===== src/rtl/gauss_fir_mod.sv =====
// gauss_fir_mod
//    Gaussian pulse-shaping FIR for the BTLE TX chain. Sits between the bit
//    upsampler and the FM/phase modulator. Each accepted upsampled bit is
//    mapped to +1/-1 and convolved with a symmetric FIR. Only the first half
//    of the coefficients is stored. At packet end the window is flushed with
//    masked (zero) taps, so a packet of N bits yields N+NUM_TAP-1 samples.
//
// Parameters
//    COEF_WIDTH  signed coefficient width
//    NUM_TAP     filter length (odd, 3..33)
//    OUT_WIDTH   signed output width
//
// Ports
//    clk, rst                  clock; asynchronous active-high reset
//    coef_wr_en/addr/data      coefficient write port (addr 0..NUM_COEF-1)
//    bit_in, bit_in_valid,
//    bit_in_last, bit_in_ready input bit stream with valid/ready handshake
//    out_sample, out_valid,
//    out_last, out_sat         filtered sample stream (1-cycle latency)
//    busy                      high whenever a packet is in progress
//
// Build option
//    GAUSS_FIR_SAT_EN  when defined, the sum is clamped to the output range
//                      and out_sat flags clamped samples. When undefined, the
//                      sum wraps to OUT_WIDTH bits and out_sat stays 0.

module gauss_fir_mod #(
   parameter int COEF_WIDTH = 5,
   parameter int NUM_TAP    = 17,
   parameter int OUT_WIDTH  = 8,
   localparam int NUM_COEF  = (NUM_TAP + 1) / 2,
   localparam int ADDR_W    = $clog2(NUM_COEF),
   localparam int ACC_W     = COEF_WIDTH + $clog2(NUM_TAP) + 1
) (
   input  logic                         clk,
   input  logic                         rst,
   input  logic                         coef_wr_en,
   input  logic [ADDR_W-1:0]            coef_wr_addr,
   input  logic signed [COEF_WIDTH-1:0] coef_wr_data,
   input  logic                         bit_in,
   input  logic                         bit_in_valid,
   input  logic                         bit_in_last,
   output logic                         bit_in_ready,
   output logic signed [OUT_WIDTH-1:0]  out_sample,
   output logic                         out_valid,
   output logic                         out_last,
   output logic                         out_sat,
   output logic                         busy
);

   localparam int CNT_W = $clog2(NUM_TAP);

   typedef enum logic [1:0] {IDLE, RUN, FLUSH} state_t;

   state_t                        state_reg;
   logic signed [COEF_WIDTH-1:0]  coef_reg [NUM_COEF];
   logic [NUM_TAP-1:1]            win_reg;
   logic [NUM_TAP-1:1]            mask_reg;
   logic [CNT_W-1:0]              flush_cnt_reg;
   logic                          ready_reg;
   logic                          out_valid_reg;
   logic                          out_last_reg;
   logic signed [OUT_WIDTH-1:0]   out_sample_reg;

   logic                          accept;
   logic                          flush_step;
   logic                          step;
   logic                          flush_done;
   logic                          coef_addr_ok;
   logic [NUM_TAP-1:0]            win_full;
   logic [NUM_TAP-1:0]            mask_full;
   logic signed [ACC_W-1:0]       term [NUM_TAP];
   logic signed [ACC_W-1:0]       acc_sum;
   logic signed [OUT_WIDTH-1:0]   sample_next;

   assign accept       = bit_in_valid && ready_reg;
   assign flush_step   = (state_reg == FLUSH);
   assign step         = accept || flush_step;
   assign flush_done   = flush_step && (flush_cnt_reg == CNT_W'(NUM_TAP - 2));
   assign coef_addr_ok = (32'(coef_wr_addr) < NUM_COEF);

   // Position 0 is the bit being accepted this cycle. During flush it is a
   // masked zero, so the stored history drains out without new data.
   assign win_full  = {win_reg, accept & bit_in};
   assign mask_full = {mask_reg, accept};

   // Per-tap contribution. The symmetric tap k folds onto coef[min(k, N-1-k)].
   generate
      for (genvar gi = 0; gi < NUM_TAP; gi++) begin : g_tap
         localparam int CI = (gi < NUM_TAP - 1 - gi) ? gi : NUM_TAP - 1 - gi;
         logic signed [ACC_W-1:0] coef_ext;
         assign coef_ext = {{(ACC_W - COEF_WIDTH){coef_reg[CI][COEF_WIDTH-1]}}, coef_reg[CI]};
         assign term[gi] = !mask_full[gi] ? '0 : (win_full[gi] ? coef_ext : -coef_ext);
      end
   endgenerate

   // ACC_W is wide enough that this sum of NUM_TAP terms never overflows.
   always_comb begin
      acc_sum = '0;
      for (int k = 0; k < NUM_TAP; k++) begin
         acc_sum = acc_sum + term[k];
      end
   end

`ifdef GAUSS_FIR_SAT_EN
   logic sat_next;
   logic out_sat_reg;

   generate
      if (OUT_WIDTH < ACC_W) begin : g_clamp
         localparam logic signed [ACC_W-1:0] SAT_MAX = ACC_W'((2 ** (OUT_WIDTH - 1)) - 1);
         localparam logic signed [ACC_W-1:0] SAT_MIN = ACC_W'(-(2 ** (OUT_WIDTH - 1)));
         always_comb begin
            sample_next = OUT_WIDTH'(acc_sum);
            sat_next    = 1'b0;
            if (acc_sum > SAT_MAX) begin
               sample_next = SAT_MAX[OUT_WIDTH-1:0];
               sat_next    = 1'b1;
            end else if (acc_sum < SAT_MIN) begin
               sample_next = SAT_MIN[OUT_WIDTH-1:0];
               sat_next    = 1'b1;
            end
         end
      end else begin : g_no_clamp
         // Output is at least as wide as the sum: sign-extend, never clamps.
         assign sample_next = OUT_WIDTH'(acc_sum);
         assign sat_next    = 1'b0;
      end
   endgenerate

   assign out_sat = out_sat_reg;
`else
   // Two's-complement wrap (or sign extension if the output is wider).
   assign sample_next = OUT_WIDTH'(acc_sum);
   assign out_sat     = 1'b0;
`endif

   always_ff @(posedge clk or posedge rst) begin
      if (rst) begin
         state_reg      <= IDLE;
         ready_reg      <= 1'b0;
         win_reg        <= '0;
         mask_reg       <= '0;
         flush_cnt_reg  <= '0;
         out_valid_reg  <= 1'b0;
         out_last_reg   <= 1'b0;
         out_sample_reg <= '0;
`ifdef GAUSS_FIR_SAT_EN
         out_sat_reg    <= 1'b0;
`endif
         for (int k = 0; k < NUM_COEF; k++) begin
            coef_reg[k] <= '0;
         end
      end else begin
         if (coef_wr_en && coef_addr_ok) begin
            coef_reg[coef_wr_addr] <= coef_wr_data;
         end

         out_valid_reg <= step;
         out_last_reg  <= flush_done;
         // Sample (and its saturation flag) hold while no new output is made.
         if (step) begin
            out_sample_reg <= sample_next;
`ifdef GAUSS_FIR_SAT_EN
            out_sat_reg    <= sat_next;
`endif
         end

         case (state_reg)
            IDLE, RUN: begin
               ready_reg <= 1'b1;
               if (accept) begin
                  win_reg       <= win_full[NUM_TAP-2:0];
                  mask_reg      <= mask_full[NUM_TAP-2:0];
                  flush_cnt_reg <= '0;
                  if (bit_in_last) begin
                     state_reg <= FLUSH;
                     ready_reg <= 1'b0;
                  end else begin
                     state_reg <= RUN;
                  end
               end
            end
            FLUSH: begin
               win_reg       <= win_full[NUM_TAP-2:0];
               mask_reg      <= mask_full[NUM_TAP-2:0];
               flush_cnt_reg <= flush_cnt_reg + CNT_W'(1);
               if (flush_done) begin
                  // Drop all history so the next packet starts clean.
                  state_reg     <= IDLE;
                  ready_reg     <= 1'b1;
                  win_reg       <= '0;
                  mask_reg      <= '0;
                  flush_cnt_reg <= '0;
               end
            end
            default: begin
               state_reg <= IDLE;
               ready_reg <= 1'b1;
            end
         endcase
      end
   end

   assign bit_in_ready = ready_reg;
   assign out_sample   = out_sample_reg;
   assign out_valid    = out_valid_reg;
   assign out_last     = out_last_reg;
   assign busy         = (state_reg != IDLE);

endmodule

===== config.mk =====
export PLATFORM = sky130hd
export DESIGN_NAME = gauss_fir_mod
export DESIGN_NICKNAME = d
export VERILOG_FILES = /design/src/rtl/gauss_fir_mod.sv
export SDC_FILE = /design/constraint.sdc
export NUM_CORES = 1
export LEC_CHECK = 0
export CELL_PAD_IN_SITES_DETAIL_PLACEMENT = 1
export CELL_PAD_IN_SITES_GLOBAL_PLACEMENT = 2
export CORE_ASPECT_RATIO = 2
export CORE_MARGIN = 8
export CORE_UTILIZATION = 30
export CTS_CLUSTER_SIZE = 28
export DETAILED_ROUTE_END_ITERATION = 8
export PLACE_DENSITY = 0.73
export SYNTH_ARGS = -nofsm -noshare
export SYNTH_HDL_FRONTEND = slang
export SYNTH_SLANG_ARGS = --single-unit

===== constraint.sdc =====
create_clock -name clk -period 13.6 [get_ports clk]
set_input_delay 2.72 -clock clk [delete_from_list [all_inputs] [get_ports clk]]
set_output_delay 2.72 -clock clk [all_outputs]
set_load 0.05 [all_outputs]

======== Word level (Yosys, flattened, before mapping) ========
Index checks and enable logic that the tools add are counted.
storage, ports and cells
  output and inout bits ................... 13
  bits in registers ....................... 95
  bits of input ports ..................... 15
operators by class
  bitwise gates (word level) .............. 2
  $lt $le $gt $ge ......................... 3
  equality and inequality tests ........... 5
  reductions and logical operators ........ 11
  $add $sub $neg .......................... 26
  multiplexer cells ....................... 54
operators by type and width
  cell                   count
  $mux W8                34
  $add A8 B8 Y8          16
  $neg A8 Y8             9
  $mux W16               4
  $pmux W16 S2           2
  $bwmux W45             1
  $demux W5 S4           1
  $mux W5                3
  $pmux W5 S2            1
  $mux W2                3
  $add A5 B1 Y5 const B  1
  $eq A5 B4 Y1 const B   1
  $ge A5 B5 Y1 const B   1
  $lt A5 B1 Y1 const B   1
  $not A4 Y5             1
  $logic_and A1 B1 Y1    4
  $lt A4 B4 Y1 const B   1
  $pmux W2 S2            1
  $reduce_and A2 Y1      2
  $reduce_bool A2 Y1     2
  $mux W1                3
  $eq A2 B1 Y1 const B   1
  $eq A2 B2 Y1 const B   1
  $logic_not A2 Y1       1
  6 further kinds        6

======== Logic depth before layout (Yosys ltp) ========
  word-level depth ........................ 20
  depth in mapped cells ................... 24
  depth with buffers taken out ............ 24

======== Worst setup path before layout ========
Ideal clock, no wire load.
  path type ............................... input-to-reg
  from .................................... input port bit_in
  to ...................................... register out_sample_reg[7] (netlist: out_sample[7])
  data required time ...................... 13475 ps
  arrival time ............................ 6983 ps
  slack ................................... 6492 ps
  buffers on the path ..................... 1
  setup time .............................. 125 ps
  stages on the path ...................... 20
  cell sequence ........................... clkbuf_1 nor2_1 xor2_1 nand2_1 fa_1 inv_1 fa_1 inv_1 fa_1 fa_1 inv_1 ha_1 a21o_1 a21oi_1 o21bai_1 a21oi_1 xnor2_1 xnor2_1 xnor3_1 mux2_2
between the ends
  cells in the longest elaborated chain, start to end .. 19
ends and longest elaborated chain
  what                         RTL line  source
  start, declared              40        input logic bit_in,
  $and A1 B1 Y1                84        assign win_full = {win_reg, accept & bit_in};
  $mux W8 (2 in a row)         93        assign term[gi] = !mask_full[gi] ? '0 : (win_full[gi] ? coef_ext : -coef_ext);
  $add A8 B8 Y8 (16 in a row)  101       acc_sum = acc_sum + term[k];
  end signal, assigned         163       out_sample_reg <= sample_next;
  end, declared                63        logic signed [OUT_WIDTH-1:0] out_sample_reg;
Every way passes these cells.
A chain may end at the register's enable or synchronous reset.

======== Worst setup path in the final report ========
Ends and elaborated chain as after synthesis.

==> flow_summary.yaml <==
placed_design:
  globalplace.congestion: 0.883
  dp_hpwl_um: 22800
  io_buffers: 26
  place_inst: 1215
routing:
  vias_per_cell: 5.06
  num_vias: 6230
  ant_nets: 0
  firstDrtPassIters: 4
  drtIter0Drc: 207
  routed_wl_um: 27800
  wl_per_cell_um: 22.6
  drcViolationCount: 0
global_routing:
  grt.total_usage_pct: 16.8
  grt_pass1_vias: 7012
  antenna_found_initial: 0
  gr-total-overflow: 0
  grt_max_degree: 67
  grt_pass1_wl_um: 42500
clock_tree:
  hold_buffers: 0
  root_buffer: "clkbuf_16"
  cts_sinks: 95
  cts_buffers: 9
  clock_path_buffers: 2
  cts.repair.resized: 0
  insertion_delay_ns: 0.38
  clk_pin_slew_ns: 0.07
  post-cts-setup-buffers: 0
  cts_tree: "yes"
  h-tree-depth: 3
floorplanning:
  die_w_um: 136
  start_util_pct: 30.5
  die_h_um: 255
  num_rows: 87
  core_mm2: 0.0282
  ios: 28
  design.die.area_mm2: 0.0346
finish:
  largest_reg_flops: 45
  final_nets: 1002
  final_cells: 1231
  drive_gt1_share_pct: 9.37
  multiInputGateArea_mm2: 0.00561
  area_growth_pct: 10.1
  final_util_pct: 33.6
  regArea_mm2: 0.00238
  n_fill_cell: 3199
  antenna_cells: 0
timing:
  finalClockSkew_ns: 0.0121
  timing.slew.headroom_pct: 17.7
  setup_viol: 0
  fmax_mhz: 133
  drv_slew: 0
  whs_ns: 0.504
  worst-slew-pin-transition_ns: 1.22
  rsz0062_at_grt: "no"
  hold_viol: 0
  finalCritPeriodShare_pct: 55.3
  fin_crit_ns: 7.51
  fin_setup_tns_ns: 0
synthesis:
  syn_area_mm2: 0.00859
  synthCells: 874
  synth.ff_latch_count: 95
  yosys_warnings: 0
  synth_ff_type: "dfrtp_1"
  avgSynthCellArea_um2: 9.83
  synthArstFlopShare_pct: 100
  syn_nets: 1006
  ys_seq_area_share_pct: 27.7
  yosys.cell_types.count: 46
  synth_edf_count: 0
setup_path:
  cp_top_family: "adder cells"
  required_ns: 13.86
  cp.arrival_ns: 7.77
  worst-path-max-fanout: 8
  critical_path.startpoint_type: "input port"
  critPathBufInv: 4
  end_kind: "register"
  worst_path_most_repeated_cell: "fa_1"
  crit_slowest_cell: "clkdlybuf4s50_1"
  cp_cell_sequence: "clkdlybuf4s50_1, nor2_1, xor2_1, nand2_1, fa_1, inv_1, fa_1, inv_1, fa_1, fa_1, inv_1, ha_1, a21o_1, a21oi_1, o21bai_1, a21oi_1, xnor2_1, xnor2_1, xnor3_1, mux2_2"
  crit_type: "input port to register"
  crit_path_max_incr_delay_ns: 0.60
run:
  cap_violations: 0
worst_hold_path:
  hold_class: "register to register"
outcome:
  status: "completed"
through the flow:
| stage | area [µm²] | worst slack, ns |
|---|---|---|
| global route | 9460 | 5.80 |
| floorplan | 8590 | 6.49 |
| finish | 9460 | 6.09 |
| detailed placement | 9160 | 5.64 |
| CTS | 9460 | 6.06 |
| global placement | 9160 | 5.74 |
placed cells by master, fill, tap and decap left out, types with 5 or more instances in the layout:
master | netlist | layout
inv_1 | 114 | 113
dfrtp_1 | 95 | 95
fa_1 | 93 | 93
o21ai_0 | 64 | 63
nand2_1 | 57 | 57
mux2_2 | 51 | 51
nor3_1 | 32 | 32
a22o_1 | 31 | 31
nor2_1 | 29 | 29
a21boi_0 | 29 | 29
and2_1 | 27 | 27
or3_1 | 26 | 26
clkdlybuf4s50_1 | 0 | 26
ha_1 | 24 | 24
xnor2_1 | 23 | 23
o21a_1 | 23 | 22
xor2_1 | 19 | 19
nor2b_1 | 15 | 15
nor3b_1 | 12 | 12
a21oi_1 | 12 | 12
mux2i_1 | 10 | 10
clkbuf_16 | 0 | 9
nand2b_1 | 5 | 5
nor4_1 | 5 | 5
o21ai_1 | 5 | 5
cell type report:
class                      count  share of cell area (%)
tap                          356                    4.71
timing repair buffer          30                    3.07
sequential                    95                    25.1
clock inverter                 7                   0.846
clock buffer                   9                    2.38
inverter                     114                    4.55
multi-input combinational    620                    59.3
cells by family after synthesis:
group / share of synthesized area, %
compound gates: 13.6
fa+ha+maj: 25.2
xor+xnor: 5.26
simple gates: 13.4
buf+inv: 7.05
mux: 7.85
flops: 27.7
other cells: 0.0437
worst paths after layout:
path                                    end  slack, ns  depth (start not counted)             start
setup reg to reg              out_sample[7]       6.50                         21      coef_reg[35]
hold / removal                     out_last       0.50                          1  flush_cnt_reg[4]
max in group asynchronous  flush_cnt_reg[1]       9.58                          3               rst
min in group asynchronous       win_reg[15]       2.68                          2               rst
setup / recovery              out_sample[7]       6.09                         20            bit_in
hold reg to reg                    out_last       0.50                          1  flush_cnt_reg[4]
routing by layer:
| metal | up-vias | global-route usage [%] | share of wire [%] |
|---|---|---|---|
| met2 | 76 | 33.5 | 59 |
| met5 | - | 0 | 0 |
| met3 | 60 | 1.87 | 1.8 |
| li1 | 2872 | - | - |
| met4 | 0 | 12.4 | 7.5 |
| met1 | 3222 | 14.4 | 31 |
cell usage after synthesis, types with 2 or more instances:
cell type  instances  area share (%)
ha_1              24             3.5
xnor2_1           23             2.3
xnor3_1            3            0.79
nor3b_1           12             1.0
nand2_1           57             2.5
nand3_1            2            0.12
nor3_1            32             1.9
nand3b_1           3            0.26
a21boi_0          29             2.5
fa_1              93              22
a21o_1             3            0.26
o21a_1            23             2.0
nor2b_1           15             1.1
nor2_1            29             1.3
or2_2              2            0.15
nand2b_1           5            0.36
nor4_1             5            0.36
o21ai_0           64             3.7
mux2i_1           10             1.2
o21ai_1            5            0.29
dfrtp_1           95              28
nor4_2             2            0.29
clkbuf_1          39             1.7
buf_2              4            0.23
inv_1            114             5.0
and2_1            27             2.0
a21oi_1           12            0.70
a22o_1            31             3.2
or3_1             26             1.9
mux2_2            51             6.7
xor2_1            19             1.9
Power is left out: the tool's default activity adds up to more than one toggle a clock period on the data nets, which glitch-free logic cannot reach.
